$ cat src/rtl/param_value_input_if.sv
// Key-entry bundle between a PS/2 byte source and param_value_input.
// The master drives key bytes; the slave returns the value and entry state.
interface param_value_input_if #(
  parameter int NUM_DIGITS = 3,
  parameter int VAL_WIDTH  = 10
);
  localparam int CNT_W = $clog2(NUM_DIGITS + 1);

  logic                    Enable;
  logic [7:0]              data;
  logic                    data_en;
  logic [VAL_WIDTH-1:0]    Value;
  logic [4*NUM_DIGITS-1:0] Digits;
  logic [CNT_W-1:0]        Count;
  logic                    Editing;
  logic                    Busy;
  logic                    Commit;
  logic                    Clamped;

  modport master (
    output Enable, data, data_en,
    input  Value, Digits, Count,
    input  Editing, Busy, Commit, Clamped
  );

  modport slave (
    input  Enable, data, data_en,
    output Value, Digits, Count,
    output Editing, Busy, Commit, Clamped
  );
endinterface

$ cat src/rtl/param_value_input.sv
// Decimal parameter entry from PS/2 scan codes with BCD buffer,
// serial BCD-to-binary conversion, clamped commit and KP+/KP- stepping.
module param_value_input #(
  parameter int NUM_DIGITS  = 3,
  parameter int VAL_WIDTH   = 10,
  parameter int MIN_VAL     = 20,
  parameter int MAX_VAL     = 300,
  parameter int DEFAULT_VAL = 120,
  parameter int STEP        = 1
) (
  input logic                Clock,
  input logic                Reset,
  param_value_input_if.slave bus
);
  localparam int DW    = 4 * NUM_DIGITS;
  localparam int CNT_W = $clog2(NUM_DIGITS + 1);
  localparam int ACC_W = $clog2(10 ** NUM_DIGITS);
  localparam int CMP_W =
    (ACC_W > VAL_WIDTH ? ACC_W : VAL_WIDTH) + 1;

  localparam logic [7:0] K_BRK   = 8'hF0;
  localparam logic [7:0] K_EXT   = 8'hE0;
  localparam logic [7:0] K_ENTER = 8'h5A;
  localparam logic [7:0] K_BS    = 8'h66;
  localparam logic [7:0] K_ESC   = 8'h76;
  localparam logic [7:0] K_PLUS  = 8'h79;
  localparam logic [7:0] K_MINUS = 8'h7B;

  typedef enum logic [1:0] {
    S_IDLE,
    S_EDIT,
    S_CONV,
    S_COMMIT
  } state_t;

  state_t               state_q, state_n;
  logic [DW-1:0]        digits_q, digits_n;
  logic [CNT_W-1:0]     count_q, count_n;
  logic [CNT_W-1:0]     idx_q, idx_n;
  logic [ACC_W-1:0]     acc_q, acc_n;
  logic [VAL_WIDTH-1:0] value_q, value_n;
  logic                 commit_q, commit_n;
  logic                 clamped_q, clamped_n;
  logic                 brk_q, brk_n;

  logic                 is_pfx;
  logic                 accept;
  logic                 is_dig;
  logic [3:0]           dig_val;
  logic [3:0]           cur_dig;
  logic [CMP_W-1:0]     acc_w;
  int                   up_i;
  int                   dn_i;

  always_comb begin
    is_dig  = 1'b1;
    dig_val = 4'd0;
    case (bus.data)
      8'h45, 8'h70: dig_val = 4'd0;
      8'h16, 8'h69: dig_val = 4'd1;
      8'h1E, 8'h72: dig_val = 4'd2;
      8'h26, 8'h7A: dig_val = 4'd3;
      8'h25, 8'h6B: dig_val = 4'd4;
      8'h2E, 8'h73: dig_val = 4'd5;
      8'h36, 8'h74: dig_val = 4'd6;
      8'h3D, 8'h6C: dig_val = 4'd7;
      8'h3E, 8'h75: dig_val = 4'd8;
      8'h46, 8'h7D: dig_val = 4'd9;
      default:      is_dig  = 1'b0;
    endcase
  end

  always_comb begin
    cur_dig = '0;
    for (int i = 0; i < NUM_DIGITS; i++)
      if (idx_q == CNT_W'(i))
        cur_dig = digits_q[4*i +: 4];
  end

  assign is_pfx = (bus.data == K_BRK) ||
                  (bus.data == K_EXT);
  assign accept = bus.data_en && !is_pfx && !brk_q;
  assign acc_w  = CMP_W'(acc_q);
  assign up_i   = int'(value_q) + STEP;
  assign dn_i   = int'(value_q) - STEP;

  always_comb begin
    state_n   = state_q;
    digits_n  = digits_q;
    count_n   = count_q;
    idx_n     = idx_q;
    acc_n     = acc_q;
    value_n   = value_q;
    commit_n  = 1'b0;
    clamped_n = clamped_q;
    brk_n     = brk_q;

    // break tracking runs regardless of state or Enable
    if (bus.data_en) begin
      if (bus.data == K_BRK)
        brk_n = 1'b1;
      else if (bus.data != K_EXT)
        brk_n = 1'b0;
    end

    if (!bus.Enable) begin
      state_n = S_IDLE;
      count_n = '0;
    end else begin
      unique case (state_q)
        S_IDLE: begin
          if (accept && is_dig) begin
            digits_n = DW'(dig_val);
            count_n  = CNT_W'(1);
            state_n  = S_EDIT;
          end else if (accept && bus.data == K_PLUS) begin
            commit_n = 1'b1;
            if (up_i > MAX_VAL) begin
              value_n   = VAL_WIDTH'(MAX_VAL);
              clamped_n = 1'b1;
            end else begin
              value_n   = VAL_WIDTH'(up_i);
              clamped_n = 1'b0;
            end
          end else if (accept && bus.data == K_MINUS) begin
            commit_n = 1'b1;
            if (dn_i < MIN_VAL) begin
              value_n   = VAL_WIDTH'(MIN_VAL);
              clamped_n = 1'b1;
            end else begin
              value_n   = VAL_WIDTH'(dn_i);
              clamped_n = 1'b0;
            end
          end
        end
        S_EDIT: begin
          if (accept && is_dig) begin
            if (count_q < CNT_W'(NUM_DIGITS)) begin
              digits_n = DW'(digits_q << 4) | DW'(dig_val);
              count_n  = count_q + CNT_W'(1);
            end
          end else if (accept && bus.data == K_BS) begin
            digits_n = digits_q >> 4;
            count_n  = count_q - CNT_W'(1);
            if (count_q == CNT_W'(1))
              state_n = S_IDLE;
          end else if (accept && bus.data == K_ESC) begin
            digits_n = '0;
            count_n  = '0;
            state_n  = S_IDLE;
          end else if (accept && bus.data == K_ENTER) begin
            acc_n   = '0;
            idx_n   = count_q - CNT_W'(1);
            state_n = S_CONV;
          end
        end
        S_CONV: begin
          // most significant digit first, one per cycle
          acc_n = ACC_W'(acc_q * ACC_W'(10)) + ACC_W'(cur_dig);
          idx_n = idx_q - CNT_W'(1);
          if (idx_q == '0)
            state_n = S_COMMIT;
        end
        S_COMMIT: begin
          commit_n = 1'b1;
          count_n  = '0;
          state_n  = S_IDLE;
          if (acc_w < CMP_W'(MIN_VAL)) begin
            value_n   = VAL_WIDTH'(MIN_VAL);
            clamped_n = 1'b1;
          end else if (acc_w > CMP_W'(MAX_VAL)) begin
            value_n   = VAL_WIDTH'(MAX_VAL);
            clamped_n = 1'b1;
          end else begin
            value_n   = VAL_WIDTH'(acc_q);
            clamped_n = 1'b0;
          end
        end
        default: state_n = S_IDLE;
      endcase
    end
  end

  always_ff @(posedge Clock or posedge Reset) begin
    if (Reset) begin
      state_q   <= S_IDLE;
      digits_q  <= '0;
      count_q   <= '0;
      idx_q     <= '0;
      acc_q     <= '0;
      value_q   <= VAL_WIDTH'(DEFAULT_VAL);
      commit_q  <= 1'b0;
      clamped_q <= 1'b0;
      brk_q     <= 1'b0;
    end else begin
      state_q   <= state_n;
      digits_q  <= digits_n;
      count_q   <= count_n;
      idx_q     <= idx_n;
      acc_q     <= acc_n;
      value_q   <= value_n;
      commit_q  <= commit_n;
      clamped_q <= clamped_n;
      brk_q     <= brk_n;
    end
  end

  assign bus.Value   = value_q;
  assign bus.Digits  = digits_q;
  assign bus.Count   = count_q;
  assign bus.Commit  = commit_q;
  assign bus.Clamped = clamped_q;
  assign bus.Editing = (state_q == S_EDIT);
  assign bus.Busy    = (state_q == S_CONV) ||
                       (state_q == S_COMMIT);
endmodule

$ cat src/flat_wrapper.sv
// flat-port wrapper written by rule: the top's interface ports become plain ports
module param_value_input_flat 
#(
  parameter int NUM_DIGITS  = 3,
  parameter int VAL_WIDTH   = 10,
  parameter int MIN_VAL     = 20,
  parameter int MAX_VAL     = 300,
  parameter int DEFAULT_VAL = 120,
  parameter int STEP        = 1
)
  (Clock, Reset, bus_Enable, bus_data, bus_data_en, bus_Value, bus_Digits, bus_Count, bus_Editing, bus_Busy, bus_Commit, bus_Clamped);
  param_value_input_if #(.NUM_DIGITS(NUM_DIGITS), .VAL_WIDTH(VAL_WIDTH)) bus_i ();
  input logic Clock;
  input logic Reset;
  input wire logic [$bits(bus_i.Enable)-1:0] bus_Enable;
  input wire logic [$bits(bus_i.data)-1:0] bus_data;
  input wire logic [$bits(bus_i.data_en)-1:0] bus_data_en;
  output wire logic [$bits(bus_i.Value)-1:0] bus_Value;
  output wire logic [$bits(bus_i.Digits)-1:0] bus_Digits;
  output wire logic [$bits(bus_i.Count)-1:0] bus_Count;
  output wire logic [$bits(bus_i.Editing)-1:0] bus_Editing;
  output wire logic [$bits(bus_i.Busy)-1:0] bus_Busy;
  output wire logic [$bits(bus_i.Commit)-1:0] bus_Commit;
  output wire logic [$bits(bus_i.Clamped)-1:0] bus_Clamped;
  assign bus_i.Enable = bus_Enable;
  assign bus_i.data = bus_data;
  assign bus_i.data_en = bus_data_en;
  assign bus_Value = bus_i.Value;
  assign bus_Digits = bus_i.Digits;
  assign bus_Count = bus_i.Count;
  assign bus_Editing = bus_i.Editing;
  assign bus_Busy = bus_i.Busy;
  assign bus_Commit = bus_i.Commit;
  assign bus_Clamped = bus_i.Clamped;
  param_value_input #(.NUM_DIGITS(NUM_DIGITS), .VAL_WIDTH(VAL_WIDTH), .MIN_VAL(MIN_VAL), .MAX_VAL(MAX_VAL), .DEFAULT_VAL(DEFAULT_VAL), .STEP(STEP)) u_core (.Clock(Clock), .Reset(Reset), .bus(bus_i));
endmodule
$ cat config.mk
export PLATFORM = sky130hd
export DESIGN_NAME = param_value_input_flat
export DESIGN_NICKNAME = d
export VERILOG_FILES = /design/src/rtl/param_value_input_if.sv /design/src/rtl/param_value_input.sv /design/src/flat_wrapper.sv
export SDC_FILE = /design/constraint.sdc
export NUM_CORES = 1
export LEC_CHECK = 0
export CAP_MARGIN = 20
export CELL_PAD_IN_SITES_DETAIL_PLACEMENT = 0
export CELL_PAD_IN_SITES_GLOBAL_PLACEMENT = 1
export CORE_ASPECT_RATIO = 1.1
export CORE_MARGIN = 5
export CORE_UTILIZATION = 44
export CTS_BUF_LIST = sky130_fd_sc_hd__clkbuf_8 sky130_fd_sc_hd__clkbuf_16
export CTS_CLUSTER_SIZE = 28
export DETAILED_ROUTE_END_ITERATION = 12
export GPL_ROUTABILITY_DRIVEN = 0
export PLACE_DENSITY_LB_ADDON = 0.15
export SYNTH_ARGS = -nofsm -noshare
export SYNTH_HDL_FRONTEND = slang
export SYNTH_SLANG_ARGS = --single-unit
$ cat constraint.sdc
create_clock -name Clock -period 3.4 [get_ports Clock]
set_input_delay 0.51 -clock Clock [delete_from_list [all_inputs] [get_ports Clock]]
set_output_delay 0.51 -clock Clock [all_outputs]
set_load 0.05 [all_outputs]
==> results of run 1 <==
[cell families (layout without fill, tap and decap cells)]
group | count (synthesis) | in the layout
xor gates and xnor gates | 19 | 19
buffers and inverters | 59 | 100
AOI/OAI and AO/OA | 131 | 131
and+or+nand+nor | 198 | 198
DFF | 41 | 41
adders and majority gates | 29 | 29
muxes | 18 | 18
[per-stage QoR]
stage          util [%]  instances  cell area [µm²]  hold slack [ns]
6_report          52.13        653             4851           0.5181
5_1_grt           52.13        653             4851           0.5719
3_3_place_gp      50.99        645             4745           0.5311
3_5_place_dp      50.99        645             4745           0.5409
4_1_cts           52.01        653             4840           0.5434
2_1_floorplan         -        495             4159           0.4891
[per-layer routing]
layer	wire (µm)	global-route usage, %
met2	5885	34.93
met4	272	6.037
met1	5135	27.89
met3	436	2.694
met5	0	0
[state kept, by name (all words and copies together) (netlist names)]
register            cells
u_core.bus.Digits      12
u_core.acc_q           10
u_core.bus.Value       10
u_core.bus.Count        2
u_core.idx_q            2
u_core.state_q          2
u_core.brk_q            1
u_core.bus.Clamped      1
u_core.bus.Commit       1
[worst max-delay path, cell delays in order]
cell	delay, ns
clkdlybuf4s50_1	0.66
nor4bb_1	0.26
o2111a_1	0.28
a211oi_2	0.25
nor4b_4	0.43
nor4_1	0.12
a211oi_2	0.24
buf_12	0.19
mux2_2	0.33
[cell usage in the layout, fill, tap and decap left out, types with 6 or more instances in the layout]
cell	instances
a21o_1	8
xnor2_1	14
buf_4	26
nor3_1	18
nand3_1	23
a32o_1	6
a22oi_1	7
o21ai_0	20
and3_1	9
inv_1	25
ha_1	27
nand4_1	7
dfrtp_1	37
o22ai_1	6
nor2_1	26
nand2_1	48
nor2b_1	11
clkdlybuf4s50_1	39
a21oi_1	18
mux2_4	10
a31oi_1	9
[what timing repair did]
| item | CTS | global route |
|---|---|---|
| endpoints found under the hold margin | 0 | 0 |
| gates resized for setup | 0 | 2 |
| setup endpoints to repair | 0 | 2 |
[worst max-delay path by stage]
stage                                    start                          endpoint  cells past startpoint
6_report                           bus_data[6]  u_core.bus.Digits[1]$_DFFE_PP0P_                      9
5_1_grt                            bus_data[0]   u_core.bus.Count[1]$_DFFE_PP0P_                      8
4_1_cts            u_core.idx_q[0]$_DFFE_PP0P_       u_core.acc_q[9]$_DFFE_PP0P_                     13
3_5_place_dp                       bus_data[6]  u_core.bus.Digits[9]$_DFFE_PP0P_                      9
3_3_place_gp                       bus_data[6]   u_core.bus.Count[1]$_DFFE_PP0P_                      8
2_1_floorplan  u_core.bus.Value[0]$_DFFE_PP0P_   u_core.bus.Value[0]$_DFFE_PP0P_                      8
[synth_stat cells (5+ instances only)]
master	n
a22o_1	5
o21a_1	5
nor3b_1	5
nor2b_1	11
mux2i_1	5
a211o_1	5
o21ai_0	20
a22oi_1	7
inv_1	26
nand2_1	48
xnor2_1	14
nor3_1	18
nor4bb_1	5
a21oi_1	18
ha_1	27
nand3_1	23
mux2_4	10
a31oi_1	9
nand4_1	7
dfrtp_1	37
a32o_1	6
o211ai_1	5
nor2_1	26
and3_1	9
o22ai_1	6
clkbuf_1	21
a21o_1	8
[final cells by class]
cell class	count	area (µm²)	area share [%]
repair buffers	66	605.6	12.48
well taps	117	146.4	3.018
multi-input cells	395	2875	59.27
inverters	26	97.59	2.012
clock buffers	5	68.82	1.419
clock inverters	3	26.28	0.5417
flip-flops and latches	41	1031	21.25
[power by group through the flow]
stage | registers, W | clock network [W] | logic, W
2_1_floorplan | 0.000885 | 0 | 0.000928
3_3_place_gp | 0.000745 | 0 | 0.00149
3_5_place_dp | 0.000746 | 0 | 0.00149
4_1_cts | 0.000738 | 0.000367 | 0.00150
5_1_grt | 0.000755 | 0.000387 | 0.00165
6_report | 0.000739 | 0.000358 | 0.00150
==> results.md, run 1 <==
- Hold Crit Class: in -> async
- Mapped cell area: 4159 µm²
- Synth Area in XOR/XNOR: around 4.3%
- Die W: 102.7 µm
- Post-Syn Nets: between 500 and 600
- Simple-Gate Fraction of Synth Area: a little over a quarter
- Max Transition Viols Final: 0
- Clock-pin transition on the worst setup and hold timing paths: 0.11 ns
- Post-synthesis area per instance: 8.402 µm²
- Sw Share: ~50%
- Final ANT Viol Nets: 0
- DR pass1 iterations: 5
- Worst R2R Start: u_core.idx_q[1]$_DFFE_PP0P_
- Mux contribution to synthesized area: 5.626%
- Pleak: 2.154 nW
- Largest family of logic cells by synthesized area: simple AND/OR/NAND/NOR gates
- DR vias: 3964
- Max-Cap Viols: 0
- Clk pwr share: 13.8%
- Wirelength per Cell: 17.96 µm
- CP Launch Type: input pin
- Async SR Flop Fraction: 100.0%
- DRC marker count from the first detailed-route iteration: 139
- EDFF count, synth: 0
- Pwr dens: about 540 nW/µm²
- Worst IR drop on VDD: 0.1950 mV
- Clk root buf: clkbuf_8
- GRT Util Overall: 20.90%
- Sequential share of the synthesized area: 24.79%
- Pint: 0.001311 W
- NetSw: approximately 0.0013 W
- Status: complete, no violations
- Count of mapped cells out of synthesis: 495
- Initial core utilization: 44.70%
- I/O pin total: 40
- Design Power: ~0.0026 W
- Final Hold Viols: 0
- Post-Route WL: 11730 µm
- End of the worst register-to-register path: u_core.acc_q[9]$_DFFE_PP0P_
- Worst-Margin Slew: roughly 0.81 ns
- Post-CTS Setup Inserts: 0
- CTS tree: yes
- Power share of the combinational group: between 50 and 60%
- Post-synth top area share: 22.26%
- Vias per std cell: 6.070
- RSZ-0062 raised after global routing: false
- Relative max-transition margin: 45.28%
- Fin nets: 576
- Final Skew: 0.01962 ns
- Total gr overflow: 0
- Core area: 9305 µm²
- Filler cell count: between 800 and 900
- Main synth FF type: dfrtp_1
- IO Port Bufs: 39
- First-pass GRT wire length: 19590 µm
- Setup TNS Final: 0 ns
- Hold buffers post-CTS: 0
- Maximum number of pins on one net before global-route repair: 24
- Adder-Cell Fraction of Synth Area: 9.085%
- Worst r2r path cells: 13
- Clk buf depth: 2
- Largest area contributor in the netlist: dfrtp_1
- Antenna violations before repair: 0
- Number of synthesized register bits: 41
- Layout area overhead: 16.64%
- Post-route minimum period: 3.083 ns
- Die ar.: 11500 µm²
- Worst EP required: 3.61 ns
- Inserted Diodes: 0
- Rows: 37
- Share of layout cells above drive strength 1: 12.69%
- # DRC: 0
- Critical Path End Type: register
- Sink Count: 41
- Top cells by area, synth: dfrtp_1 22%, ha_1 8.1%, nand2_1 4.3%, mux2_4 3.6%, xnor2_1 2.9%
- Die height: 112.0 µm
- Max Fclk: between 300 and 400 MHz
- Htree depth: 2
- R2R setup slack: between 0.3 and 0.4 ns
- Detailed Place HPWL: 8830 µm
- Critical path peak fanout: 16
- Place WS: 0.02998 ns
- Sequential Power Share: 28.4%
- Worst setup path category: in -> reg
- YS warnings: 0
- Clk Latency, worst-skew pair: 0.31 ns
- Count of unique library cells instantiated by Yosys: between 70 and 80
- Synth Area in Compound Gates: 22.80%
- PnR worst setup slack: 0.3172 ns
- Number of global-route vias before repair: 3891
- Critical Path AT: around 3.3 ns
- Num CTS Buffers: 5
- Setup violators final: 0
- Final period utilization: around nine tenths
(Power assumes the default switching activity.)
==> inputs of run 2 (changes only) <==
--- a/config.mk
+++ b/config.mk
@@ -16,6 +16,7 @@
 export DETAILED_ROUTE_END_ITERATION = 12
 export GPL_ROUTABILITY_DRIVEN = 0
 export PLACE_DENSITY_LB_ADDON = 0.15
+export RECOVER_POWER = 100
 export SYNTH_ARGS = -nofsm -noshare
 export SYNTH_HDL_FRONTEND = slang
 export SYNTH_SLANG_ARGS = --single-unit
==> constraint.sdc (replaced) <==
create_clock -name Clock -period 3.1 [get_ports Clock]
set_input_delay 0.465 -clock Clock [delete_from_list [all_inputs] [get_ports Clock]]
set_output_delay 0.465 -clock Clock [all_outputs]
set_load 0.05 [all_outputs]
==> results.md, run 2 (synthesis gave the netlist of run 1 again) <==
- Post-Route WL: 11890 µm
- Clock-pin transition on the worst setup and hold timing paths: 0.10 ns
- Initial core utilization: 44.70%
- Vias per std cell: roughly 6.0
- Critical Path End Type: register
- # DRC: 0
- Fin nets: approximately 610
- Detailed Place HPWL: around 9000 µm
- Most frequent cells in the layout: 51 x buf_4, 48 x nand2_1, 37 x dfrtp_1, 31 x dlygate4sd3_1
- CP Launch Type: input pin
- Post-route minimum period: a little under 3 ns
- Largest register FFs: 12
- Pwr dens: 568.5 nW/µm²
- Share of layout cells above drive strength 1: 16.11%
- NetSw: 0.001421 W
- Sw Share: approximately half
- Die ar.: about 11000 µm²
- Number of global-route vias before repair: 4064
- CTS tree: yes
- GRT Util Overall: 21.11%
- Clk Latency, worst-skew pair: 0.30 ns
- Filler cell count: roughly 860
- First-pass GRT wire length: about 20000 µm
- Worst IR drop on VDD: roughly 0.27 mV
- Final instance area: 5080 µm²
- Pint: 0.001467 W
- Worst EP required: 3.29 ns
- Sink Count: 41
- Max Transition Viols Final: 0
- DRC marker count from the first detailed-route iteration: roughly 180
- I/O pin total: 40
- DR vias: 4106
- Inserted Diodes: 0
- DR pass1 iterations: 5
- Layout area overhead: 22.14%
- Core area: between 9000 and 10000 µm²
- Area of the multi-input gates: approximately 2900 µm²
- Total gr overflow: 0
- Worst setup path category: in -> reg
- R2R setup slack: 0.17 ns
- Clk buf depth: 2
- FF+latch area: 1031 µm²
- Design Power: 0.002888 W
- Setup violators final: 0
- Antenna violations before repair: 0
- Most common cell after layout, fill and taps aside: buf_4
- Power share of the combinational group: around three fifths
- Hold Crit Class: reg -> reg
- Critical path peak fanout: 12
- Clk pwr share: approximately an eighth
- Relative max-transition margin: 45.62%
- Maximum number of pins on one net before global-route repair: 23
- Clk root buf: clkbuf_8
- Max-Cap Viols: 0
- Die height: 112.0 µm
- Max Fclk: roughly 340 MHz
- Final period utilization: a little over nine tenths
- Sequential Power Share: between 20% and 30%
- Worst-Margin Slew: roughly 0.82 ns
- Wirelength per Cell: 17.27 µm
- Num CTS Buffers: 5
- Critical Path AT: 3.14 ns
- IO Port Bufs: 39
- Rows: 37
- Pleak: around 2.4 nW
- Status: complete, no violations
- Final Hold Viols: 0
- Final ANT Viol Nets: 0
- Die W: 102.7 µm
- Post-DP Area: 5007 µm²
- Final Skew: 0.01532 ns
- Htree depth: 2
-- run 2: cell types whose count changed in the layout (fill, tap and decap cells not counted), sizes merged, moves of 2 or more --
cell	delta
dlygate4sd3	+31
inv	-2
clkbuf	+10
buf	+25
clkdlybuf4s50	-32
-- run 2: final timing paths --
path	start	to	depth (start not counted)
worst max-delay path	bus_data[0]	u_core.bus.Digits[8]$_DFFE_PP0P_	10
worst min-delay path	u_core.bus.Clamped$_DFFE_PP0P_	u_core.bus.Clamped$_DFFE_PP0P_	2
worst max register to register	u_core.idx_q[0]$_DFFE_PP0P_	u_core.acc_q[9]$_DFFE_PP0P_	13
worst min register to register	u_core.bus.Clamped$_DFFE_PP0P_	u_core.bus.Clamped$_DFFE_PP0P_	2
max in group asynchronous	Reset	u_core.bus.Value[1]$_DFFE_PP0P_	3
min in group asynchronous	Reset	u_core.acc_q[1]$_DFFE_PP0P_	2
-- run 2: layout make-up --
type | instances | share of cell area, %
Tap cell | 117 | 2.882
Inverter | 26 | 1.921
Multi-Input combinational cell | 395 | 56.43
Sequential cell | 41 | 20.30
Clock buffer | 5 | 1.355
Timing Repair Buffer | 101 | 16.63
Clock inverter | 3 | 0.4926
-- run 2: per-layer routing --
metal / vias to the layer above / wire length (µm) / track usage, %
li1: 2002 / - / -
met1: 1996 / 5283 / 28.01
met2: 99 / 6037 / 36.61
met3: 9 / 471 / 2.444
met4: 0 / 93 / 4.199
met5: - / 0 / 0
-- run 2: through the flow --
step                hold slack (ns)  cells  setup slack, ns  setup TNS [ns]  util (%)
finish                       0.5367    688           0.1536               0     54.59
global route                 0.5815    688        -0.007072       -0.007466     54.59
CTS                          0.4707    687          0.02536               0     54.82
detailed placement           0.5391    679          -0.1756          -1.870     53.81
global placement             0.5305    678          -0.1404          -1.336     53.65
floorplan                    0.4891    495           0.3467               0         -
-- run 2: power by group through the flow --
stage	logic (W)	registers [W]	clock network, W
6_report	0.00173	0.000784	0.000375
5_1_grt	0.00189	0.000807	0.000406
4_1_cts	0.00173	0.000789	0.000395
3_5_place_dp	0.00173	0.000798	0
3_3_place_gp	0.00172	0.000792	0
2_1_floorplan	0.00102	0.000970	0
-- run 2: worst max-delay path, cell delays in order --
cell and delay (ns):
dlygate4sd3_1 0.66, buf_4 0.20, nor2b_1 0.15, a22oi_1 0.24, a21boi_1 0.15, nor4b_4 0.40
nor4_1 0.11, a211oi_2 0.25, buf_12 0.18, mux2_1 0.33
-- run 2: timing repair --
item                                    4_1_cts  5_1_grt
resized for setup                             0        9
hold buffers                                  0        0
buffers inserted                              0        1
endpoints found under the setup margin        0       13
